<file path="src/rtl/mine_field_engine.sv">
// mine_field_engine: ROWS x COLS minesweeper board with neighbour counting, flood-fill reveal and a registered read port
module mine_field_engine #(
  parameter int ROWS = 5,
  parameter int COLS = 5,
  parameter int ADDR_W = 5,
  parameter int CNT_W = 4
) (
  input  logic              clock,
  input  logic              reset,
  input  logic              clear,
  input  logic              load_en,
  input  logic [ADDR_W-1:0] load_addr,
  input  logic              load_mine,
  input  logic              start_count,
  input  logic              reveal_req,
  input  logic [ADDR_W-1:0] reveal_addr,
  input  logic [ADDR_W-1:0] rd_addr,
  output logic              rd_mine,
  output logic [CNT_W-1:0]  rd_count,
  output logic              rd_revealed,
  output logic              busy,
  output logic              done,
  output logic              hit_mine,
  output logic [ADDR_W:0]   revealed_total
);
  localparam int N = ROWS * COLS;
  localparam int M = 2 ** ADDR_W;
  localparam logic [ADDR_W:0] NW = (ADDR_W + 1)'(N);
  localparam logic [ADDR_W-1:0] LAST = ADDR_W'(N - 1);
  if (N > M) begin : g_bad_size
    $error("mine_field_engine: ROWS*COLS exceeds 2**ADDR_W");
  end
  typedef enum logic [2:0] {IDLE, COUNT, SEED, SWEEP, SWEEP_END, DONE} state_t;
  state_t state, next;
  logic [M-1:0] mine, rev, nbr_zero;
  logic [CNT_W-1:0] cnt [M];
  logic [CNT_W-1:0] nbr_cnt [M];
  logic [ADDR_W-1:0] idx;
  logic changed, idx_ok, rd_ok, load_ok, seed_new, sweep_rev;
  // Storage is padded to 2**ADDR_W so any address indexes legally; cells >= N stay zero.
  for (genvar i = 0; i < M; i++) begin : g_cell
    logic [8:0] nm, nz;
    for (genvar k = 0; k < 9; k++) begin : g_nb
      localparam int R = i / COLS + k / 3 - 1;
      localparam int C = i % COLS + k % 3 - 1;
      if (i < N && k != 4 && R >= 0 && R < ROWS && C >= 0 && C < COLS) begin : g_on
        assign nm[k] = mine[R*COLS+C];
        assign nz[k] = rev[R*COLS+C] && cnt[R*COLS+C] == '0;
      end else begin : g_off
        assign nm[k] = 1'b0;
        assign nz[k] = 1'b0;
      end
    end
    assign nbr_cnt[i] = CNT_W'($countones(nm));
    assign nbr_zero[i] = |nz;
  end
  assign idx_ok = {1'b0, idx} < NW;
  assign rd_ok = {1'b0, rd_addr} < NW;
  assign load_ok = {1'b0, load_addr} < NW;
  assign seed_new = idx_ok && !rev[idx];
  assign sweep_rev = !rev[idx] && !mine[idx] && nbr_zero[idx];
  assign busy = state inside {COUNT, SEED, SWEEP, SWEEP_END};
  assign done = state == DONE;
  always_ff @(posedge clock) begin
    if (reset) state <= IDLE;
    else state <= next;
  end
  always_comb begin
    next = state;
    case (state)
      IDLE:      next = clear || load_en ? IDLE : start_count ? COUNT : reveal_req ? SEED : IDLE;
      COUNT:     next = idx == LAST ? DONE : COUNT;
      SEED:      next = seed_new && !mine[idx] && cnt[idx] == '0 ? SWEEP : DONE;
      SWEEP:     next = idx == LAST ? SWEEP_END : SWEEP;
      SWEEP_END: next = changed ? SWEEP : DONE;
      default:   next = IDLE;
    endcase
  end
  always_ff @(posedge clock) begin
    if (reset) begin
      mine <= '0;
      rev <= '0;
      for (int j = 0; j < M; j++) cnt[j] <= '0;
      idx <= '0;
      changed <= 1'b0;
      hit_mine <= 1'b0;
      revealed_total <= '0;
      rd_mine <= 1'b0;
      rd_count <= '0;
      rd_revealed <= 1'b0;
    end else begin
      rd_mine <= rd_ok && mine[rd_addr];
      rd_count <= rd_ok ? cnt[rd_addr] : '0;
      rd_revealed <= rd_ok && rev[rd_addr];
      case (state)
        IDLE: begin
          if (clear) begin
            rev <= '0;
            hit_mine <= 1'b0;
            revealed_total <= '0;
          end else if (load_en) begin
            if (load_ok) mine[load_addr] <= load_mine;
          end else if (start_count) idx <= '0;
          else if (reveal_req) idx <= reveal_addr;
        end
        COUNT: begin
          cnt[idx] <= nbr_cnt[idx];
          idx <= idx + 1'b1;
        end
        SEED: begin
          if (seed_new) begin
            rev[idx] <= 1'b1;
            revealed_total <= revealed_total + 1'b1;
            hit_mine <= hit_mine | mine[idx];
          end
          idx <= '0;
          changed <= 1'b0;
        end
        SWEEP: begin
          if (sweep_rev) begin
            rev[idx] <= 1'b1;
            revealed_total <= revealed_total + 1'b1;
            changed <= 1'b1;
          end
          idx <= idx + 1'b1;
        end
        SWEEP_END: begin
          changed <= 1'b0;
          idx <= '0;
        end
        default: ;
      endcase
    end
  end
endmodule

</file>
<file path="config.mk">
export PLATFORM = sky130hd
export DESIGN_NAME = mine_field_engine
export DESIGN_NICKNAME = d
export VERILOG_FILES = /design/src/rtl/mine_field_engine.sv
export SDC_FILE = /design/constraint.sdc
export NUM_CORES = 1
export LEC_CHECK = 0
export BUFFER_PORTS_ARGS = -buffer_cell sky130_fd_sc_hd__buf_4
export CAP_MARGIN = 20
export CORE_ASPECT_RATIO = 1.5
export CORE_UTILIZATION = 50
export CTS_CLUSTER_DIAMETER = 30
export DETAILED_ROUTE_END_ITERATION = 10
export HOLD_SLACK_MARGIN = 0.1
export PLACE_DENSITY = 0.75
export SLEW_MARGIN = 40
export SYNTH_ARGS = -nofsm -noshare
export SYNTH_HDL_FRONTEND = slang
export SYNTH_SLANG_ARGS = --single-unit
export TNS_END_PERCENT = 10
</file>
<file path="constraint.sdc">
create_clock -name clock -period 5.1 [get_ports clock]
set_clock_uncertainty 0.15 [all_clocks]
set_input_delay 0.51 -clock clock [delete_from_list [all_inputs] [get_ports clock]]
set_output_delay 0.51 -clock clock [all_outputs]
set_load 0.02 [all_outputs]
</file>
==> metrics, run 1 <==
grt total ovfl=0; worst endpoint required time=5.31 ns; Final setup viols=0; R2R depth=11; Crit Path Category=reg2reg; post-DR wirelength/cell=24.0 µm; Worst Setup EP=cnt[11][1]; fin util=57.5%; # clock sinks=219; RSZ-0062 raised after global routing=false; Fill cells=2537; DR iter-0 viols=990; Ys Warns=0; Clk pwr share=46.2%; Slew Viols, Final=0; Synth Register Bits=219; switching power=1.42 mW; TritonRoute pass-1 iters=6; DR DRC count=0; H-tree depth reported by CTS=2; clock period minus worst slack=4.67 ns; status=complete, no violations; core area=30400 µm²; CTS tree=done; Worst-Skew Late Latency=0.52 ns; Seq/Total Area, Yosys=36.6%; Pwr per Cell Area=293 nW/µm²; die height=217 µm; Reg-to-Reg Start=mine[7]; Hold Buf Count CTS=0; antenna viol nets, final=0; Comb power frac=14.5%; Leak=6.74 nW; Clock transition at path regs=0.06 ns; worst reg2reg setup slack=0.43 ns; Area Overhead vs Synth=12.9%; number of global-route vias before repair=13017; switching share of power=27.7%; CP Capture Type=register; die area=31700 µm²; vias per std cell=6.33; Critical path origin=mine[7]; via count=12661; final WL=48000 µm; Top Ports=37; Antenna Cells=0; Post-CTS Setup Bufs=0; nets=1752; worst slew pin tran=0.849 ns; internal power=3.71 mW; Peak supply drop=0.000283 V; pin count of the biggest net entering global routing=52; fmax=214 MHz; r2r endpoint=cnt[11][1]; Starting Density=51.0%; Max clock buf depth=3; fraction of registers with async set/reset=0%; Mapped Area=15500 µm²; ys flop type=edfxtp_1; total track usage=31.0%; Max-Cap Viols=0; critical path peak fanout=28; Cells after Synth=1539; crit path DAT=4.88 ns; syn_area_per_cell=10.1 µm²; setup TNS=0 ns; Final period util=91.6%; antenna violations before repair=0; Clock Tree Root=clkbuf_16; hpwl dp=35400 µm; post-cts repair resize count=0; Worst Hold Class=in2reg; Rows=78; Flop pwr share=39.3%; CTS Buf Count=35; Hold Fails Final Rpt=0; PortBufs=36; EDFF count, synth=128; Chip Width=146 µm; first-pass GRT wire length=73700 µm; Worst slew margin=42.9%; Synth cell types=79; GP Congestion=1.03; crit path launch type=register; layout cells sized above 1=15.4%
critical path, cell delays in order (launching register included):
cell and delay [ns]:
dfxtp_1 0.77, ha_1 0.39, fa_1 0.50, inv_1 0.06
fa_1 0.42, fa_1 0.45, mux4_2 0.49, mux4_2 0.52
nor2_1 0.23, a221oi_4 0.05, buf_4 0.29, nor2_1 0.17
flip-flops by register name (all words and copies together) (netlist names), named ones only:
| name | flops |
|---|---|
| idx | 5 |
| rd_mine | 1 |
| mine | 32 |
| rd_count | 4 |
| changed | 1 |
| rd_revealed | 1 |
| hit_mine | 1 |
| revealed_total | 6 |
| state | 3 |
| cnt | 128 |
| rev | 32 |
cells in the mapped netlist (11+ instances only):
master	instances	area share (%)
inv_1	126	3.1
fa_1	73	9.4
o21ai_0	56	1.8
nor2_1	190	4.6
nand2_1	167	4.1
clkbuf_1	55	1.3
edfxtp_1	128	25
nor4_1	38	1.5
a21oi_1	66	2.1
nand4_1	16	0.65
ha_1	79	6.4
nand3_1	57	1.8
buf_1	11	0.27
mux4_2	56	8.2
o22ai_1	14	0.57
nor3_1	17	0.55
mux2i_1	62	4.0
buf_2	25	0.81
o221ai_1	12	0.68
dfxtp_1	91	12
nor2b_1	16	0.65
o21ai_2	20	1.1
a22oi_1	17	0.83
per-stage QoR:
stage / worst slack [ns] / cell area, µm² / std cells / hold WS, ns / power [mW]
final: 0.428 / 17500 / 2000 / 0.246 / 5.12
after global routing: 0.314 / 17500 / 2000 / 0.250 / 5.28
after CTS: 0.483 / 17400 / 2000 / 0.224 / 5.13
after detailed placement: 0.538 / 16300 / 1941 / 0.321 / 2.76
after global placement: 0.577 / 16200 / 1941 / 0.303 / 2.76
after floorplan: 0.941 / 15600 / 1562 / 0.289 / 2.52
power by group through the flow:
stage               Sequential [mW]  Clock, mW  Combinational, mW
detailed placement             2.05          0              0.716
finish                         2.02       2.37              0.741
floorplan                      2.00          0              0.525
global route                   2.02       2.47              0.779
global placement               2.04          0              0.713
CTS                            2.01       2.39              0.721
kinds of logic (layout without fill, tap and decap cells):
| family | Yosys count | after routing | share of synthesized area [%] |
|---|---|---|---|
| adder cells (fa/ha/maj) | 152 | 152 | 15.8 |
| AO/OA/AOI/OAI | 259 | 259 | 11.4 |
| multiplexers | 132 | 132 | 13.8 |
| other | 1 | 24 | 0.0242 |
| XOR/XNOR | 10 | 10 | 0.566 |
| buffers and inverters | 224 | 262 | 5.93 |
| AND/OR/NAND/NOR | 542 | 542 | 15.9 |
| flip-flops | 219 | 219 | 36.6 |
layout by cell type, fill, tap and decap left out, drive strengths merged, types with 3 or more instances in the layout:
| cell type | netlist | routed |
|---|---|---|
| ha | 79 | 79 |
| o22ai | 15 | 15 |
| clkinv | 0 | 8 |
| nand2b | 6 | 6 |
| xnor2 | 3 | 3 |
| a22oi | 18 | 18 |
| xor2 | 7 | 7 |
| mux4 | 62 | 62 |
| a41oi | 3 | 3 |
| nand4b | 4 | 4 |
| mux2i | 62 | 62 |
| a21oi | 66 | 66 |
| nor3 | 19 | 19 |
| nor4 | 38 | 38 |
| nand2 | 169 | 169 |
| nor3b | 4 | 4 |
| buf | 43 | 77 |
| conb | 1 | 24 |
| a32oi | 4 | 4 |
| or2 | 3 | 3 |
| dfxtp | 91 | 91 |
| mux2 | 8 | 8 |
| nor2 | 190 | 190 |
| inv | 126 | 132 |
| and2 | 10 | 10 |
| nor2b | 16 | 16 |
| o221ai | 12 | 12 |
| o21ai | 77 | 77 |
| edfxtp | 128 | 128 |
| o211ai | 5 | 5 |
| a221oi | 4 | 4 |
| nand3 | 58 | 58 |
| fa | 73 | 73 |
| a41o | 4 | 4 |
| nand4 | 16 | 16 |
| bufinv | 0 | 5 |
| a32o | 4 | 4 |
| clkbuf | 55 | 39 |
| a31oi | 10 | 10 |
| a211oi | 10 | 10 |
area by class of cell:
class / instances / area [µm²] / share of cell area (%)
Clock buffer: 39 / 891 / 5.10
Clock inverter: 20 / 272 / 1.55
Inverter: 126 / 473 / 2.71
Multi-Input combinational cell: 1119 / 9060 / 51.9
Sequential cell: 219 / 5670 / 32.5
Tap cell: 400 / 500 / 2.87
Timing Repair Buffer: 77 / 594 / 3.40
metal layers:
layer / GRT usage [%] / vias up / share of wire, %
li1: - / 5587 / -
met1: 31.8 / 6110 / 33
met2: 54.0 / 703 / 50
met3: 5.52 / 261 / 7.2
met4: 28.2 / 0 / 9.9
met5: 0 / - / 0
worst min path at each step:
| stage | startpoint | end | slack, ns | cells after the start |
|---|---|---|---|---|
| after floorplan | rev[30] | rev[30] | 0.29 | 1 |
| after global placement | rev[30] | rev[30] | 0.30 | 1 |
| after detailed placement | rev[30] | rev[30] | 0.32 | 1 |
| after CTS | load_mine | mine[13] | 0.22 | 3 |
| after global routing | load_mine | mine[21] | 0.25 | 3 |
| final | load_mine | mine[13] | 0.25 | 3 |
No activity file was read; power rests on OpenSTA's default activity.
==> run 2: changes to the inputs <==
--- a/config.mk
+++ b/config.mk
@@ -7,5 +7,5 @@
 export LEC_CHECK = 0
 export BUFFER_PORTS_ARGS = -buffer_cell sky130_fd_sc_hd__buf_4
-export CAP_MARGIN = 20
+export CAP_MARGIN = 40
 export CORE_ASPECT_RATIO = 1.5
 export CORE_UTILIZATION = 50
==> constraint.sdc (replaced) <==
create_clock -name clock -period 5.1 [get_ports clock]
set_clock_uncertainty 0.15 [all_clocks]
set_input_delay 0.765 -clock clock [delete_from_list [all_inputs] [get_ports clock]]
set_output_delay 0.765 -clock clock [all_outputs]
set_load 0.1 [all_outputs]
==> run 2 against run 1 <==
Critical path type unchanged. Largest cell class unchanged. Worst setup slack improved by 0.11 ns. Utilization decreased by 0.16 points. Total power decreased by 2.0%. Global-route usage decreased by 0.053 points. Worst hold slack improved by 0.085 ns.
==> metrics, run 2 (synthesis results as in run 1) <==
DR iter-0 viols=1085 (+9.6%); Hold Buf Count CTS=0 (unchanged); Final period util=89.4% (-2.2 points); number of global-route vias before repair=12859 (-1.2%); Slew Viols, Final=0 (unchanged); leading registers by flop count=cnt: 128 flops, mine: 32 flops, rev: 32 flops; Final setup viols=0 (unchanged); setup TNS=0 ns (unchanged); Largest register FFs=128 (unchanged); pin count of the biggest net entering global routing=52 (unchanged); status=complete, no violations; fmax=219 MHz (+2.5%); Starting Density=51.0% (unchanged); CTS tree=done; crit path launch type=register; r2r endpoint=cnt[8][2]; Flop pwr share=40.2% (+0.9 points); crit path DAT=4.72 ns (-0.16 ns); Antenna Cells=0 (unchanged); die area=31700 µm² (unchanged); PortBufs=36 (unchanged); Hold Fails Final Rpt=0 (unchanged); Peak supply drop=0.000281 V (-0.68%); Area Overhead vs Synth=12.6%; via count=12641 (-0.16%); CTS Buf Count=30 (-14%); post-cts repair resize count=0 (unchanged); Rows=78 (unchanged); R2R depth=14 (+3); grt total ovfl=0 (unchanged); switching share of power=29.8% (+2.1 points); Crit Path Category=reg2reg; critical path peak fanout=28 (unchanged); Clock Tree Root=clkbuf_16; largest reg by FF count=cnt; design area=17400 µm² (-0.28%); Hold Path Sink=rev[27]; commonest non-fill, non-tap cells in the layout=189 x nor2_1, 167 x nand2_1, 128 x edfxtp_1, 126 x inv_1, 88 x dfxtp_1; GP Congestion=1.02 (-0.32%); most common cell after layout, fill and taps aside=nor2_1; Cell Chain, Critical Path=inv_1 > fa_1 > fa_1 > inv_1 > ha_1 > inv_1 > fa_1 > xor2_1 > mux4_2 > mux2_2 > a21oi_1 > o21a_1 > buf_12 > nor2_1; nets=1749 (-0.17%); Max clock buf depth=3 (unchanged); internal power=3.53 mW (-4.9%); antenna violations before repair=0 (unchanged); worst slew pin tran=0.856 ns (+0.00700 ns); Clk pwr share=44.3% (-1.9 points); first-pass GRT wire length=73300 µm (-0.60%); H-tree depth reported by CTS=1 (-1); DR DRC count=0 (unchanged); Post-DP Area=16300 µm² (+0.19%); Post-CTS Setup Bufs=0 (unchanged); RSZ-0062 raised after global routing=false; clock period minus worst slack=4.56 ns (-0.113 ns); hpwl dp=36000 µm (+1.6%); Max-Cap Viols=0 (unchanged); Pwr per Cell Area=288 nW/µm² (-1.7%); Leak=6.71 nW (-0.40%); post-DR wirelength/cell=24.3 µm (+1.3%); CP Capture Type=register; Chip Width=146 µm (unchanged); Worst Hold Class=reg2reg; Comb power frac=15.5% (+1.0 points); # clock sinks=219 (unchanged); layout cells sized above 1=15.8% (+0.38 points); core area=30400 µm² (unchanged); Worst slew margin=42.4% (-0.47 points); worst reg2reg setup slack=0.54 ns (+0.11 ns); Reg-to-Reg Start=mine[8]; vias per std cell=6.32 (-0.11%); Top Ports=37 (unchanged); Worst-Skew Late Latency=0.58 ns (+0.06 ns); final WL=48600 µm (+1.3%); die height=217 µm (unchanged); TritonRoute pass-1 iters=5 (-1); delay of the slowest critical-path stage=0.62 ns (-0.15 ns); total track usage=30.9% (-0.053 points); worst endpoint required time=5.26 ns (-0.05 ns); Hold Crit Depth=2 (-1); crit path max-delay cell type=dfxtp_1; switching power=1.49 mW (+5.4%); Clock transition at path regs=0.06 ns (about the same); antenna viol nets, final=0 (unchanged); Hold Path Origin=rev[27]
-- run 2: power groups by stage --
stage	Combinational (mW)	Sequential (mW)	Clock, mW
floorplan	0.539	2.01	0
global placement	0.746	2.05	0
detailed placement	0.753	2.05	0
CTS	0.758	2.02	2.23
global route	0.813	2.03	2.31
finish	0.777	2.02	2.22
-- run 2: final cells by class --
class,instances,area [µm²]
clock inverters,25,334
multi-input cells,1119,9070
clock buffers,31,764
well taps,400,500
flip-flops and latches,219,5670
inverters,126,473
repair buffers,79,606
fillers,2558,12900
-- run 2: routing by layer --
layer / global-route usage (%) / vias to the layer above / wire, µm
li1: - / 5580 / -
met1: 31.8 / 6185 / 16000
met2: 55.1 / 645 / 24800
met3: 4.64 / 231 / 3250
met4: 26.9 / 0 / 4530
met5: 0 / - / 0
-- run 2: how the worst max path moves through the flow --
stage	startpoint	endpoint	slack (ns)	cells past startpoint
6_report	mine[8]	cnt[8][2]	0.54	14
4_1_cts	mine[13]	cnt[7][1]	0.55	13
2_1_floorplan	mine[8]	cnt[9][2]	0.94	15
3_5_place_dp	mine[13]	cnt[17][1]	0.59	13
3_3_place_gp	mine[8]	cnt[24][2]	0.67	14
5_1_grt	mine[13]	cnt[3][1]	0.37	13
-- run 2: metrics by stage --
step / setup slack, ns / cells / total power [mW] / utilization (%) / hold slack [ns]
finish: 0.542 / 1999 / 5.02 / 57.4 / 0.331
CTS: 0.550 / 1999 / 5.01 / 57.3 / 0.329
floorplan: 0.941 / 1562 / 2.55 / - / 0.289
global placement: 0.665 / 1943 / 2.79 / 53.5 / 0.304
detailed placement: 0.587 / 1943 / 2.81 / 53.7 / 0.320
global route: 0.367 / 1999 / 5.15 / 57.4 / 0.344
-- run 2: worst max-delay path: cells and delay by family, from the launching register on --
kind            cells  cell delay (ns)
compound gates      2             0.44
simple gates        1             0.07
flops               1             0.62
mux                 2             0.73
fa+ha+maj           4             1.56
buf+inv             4             0.52
xor+xnor            1             0.17
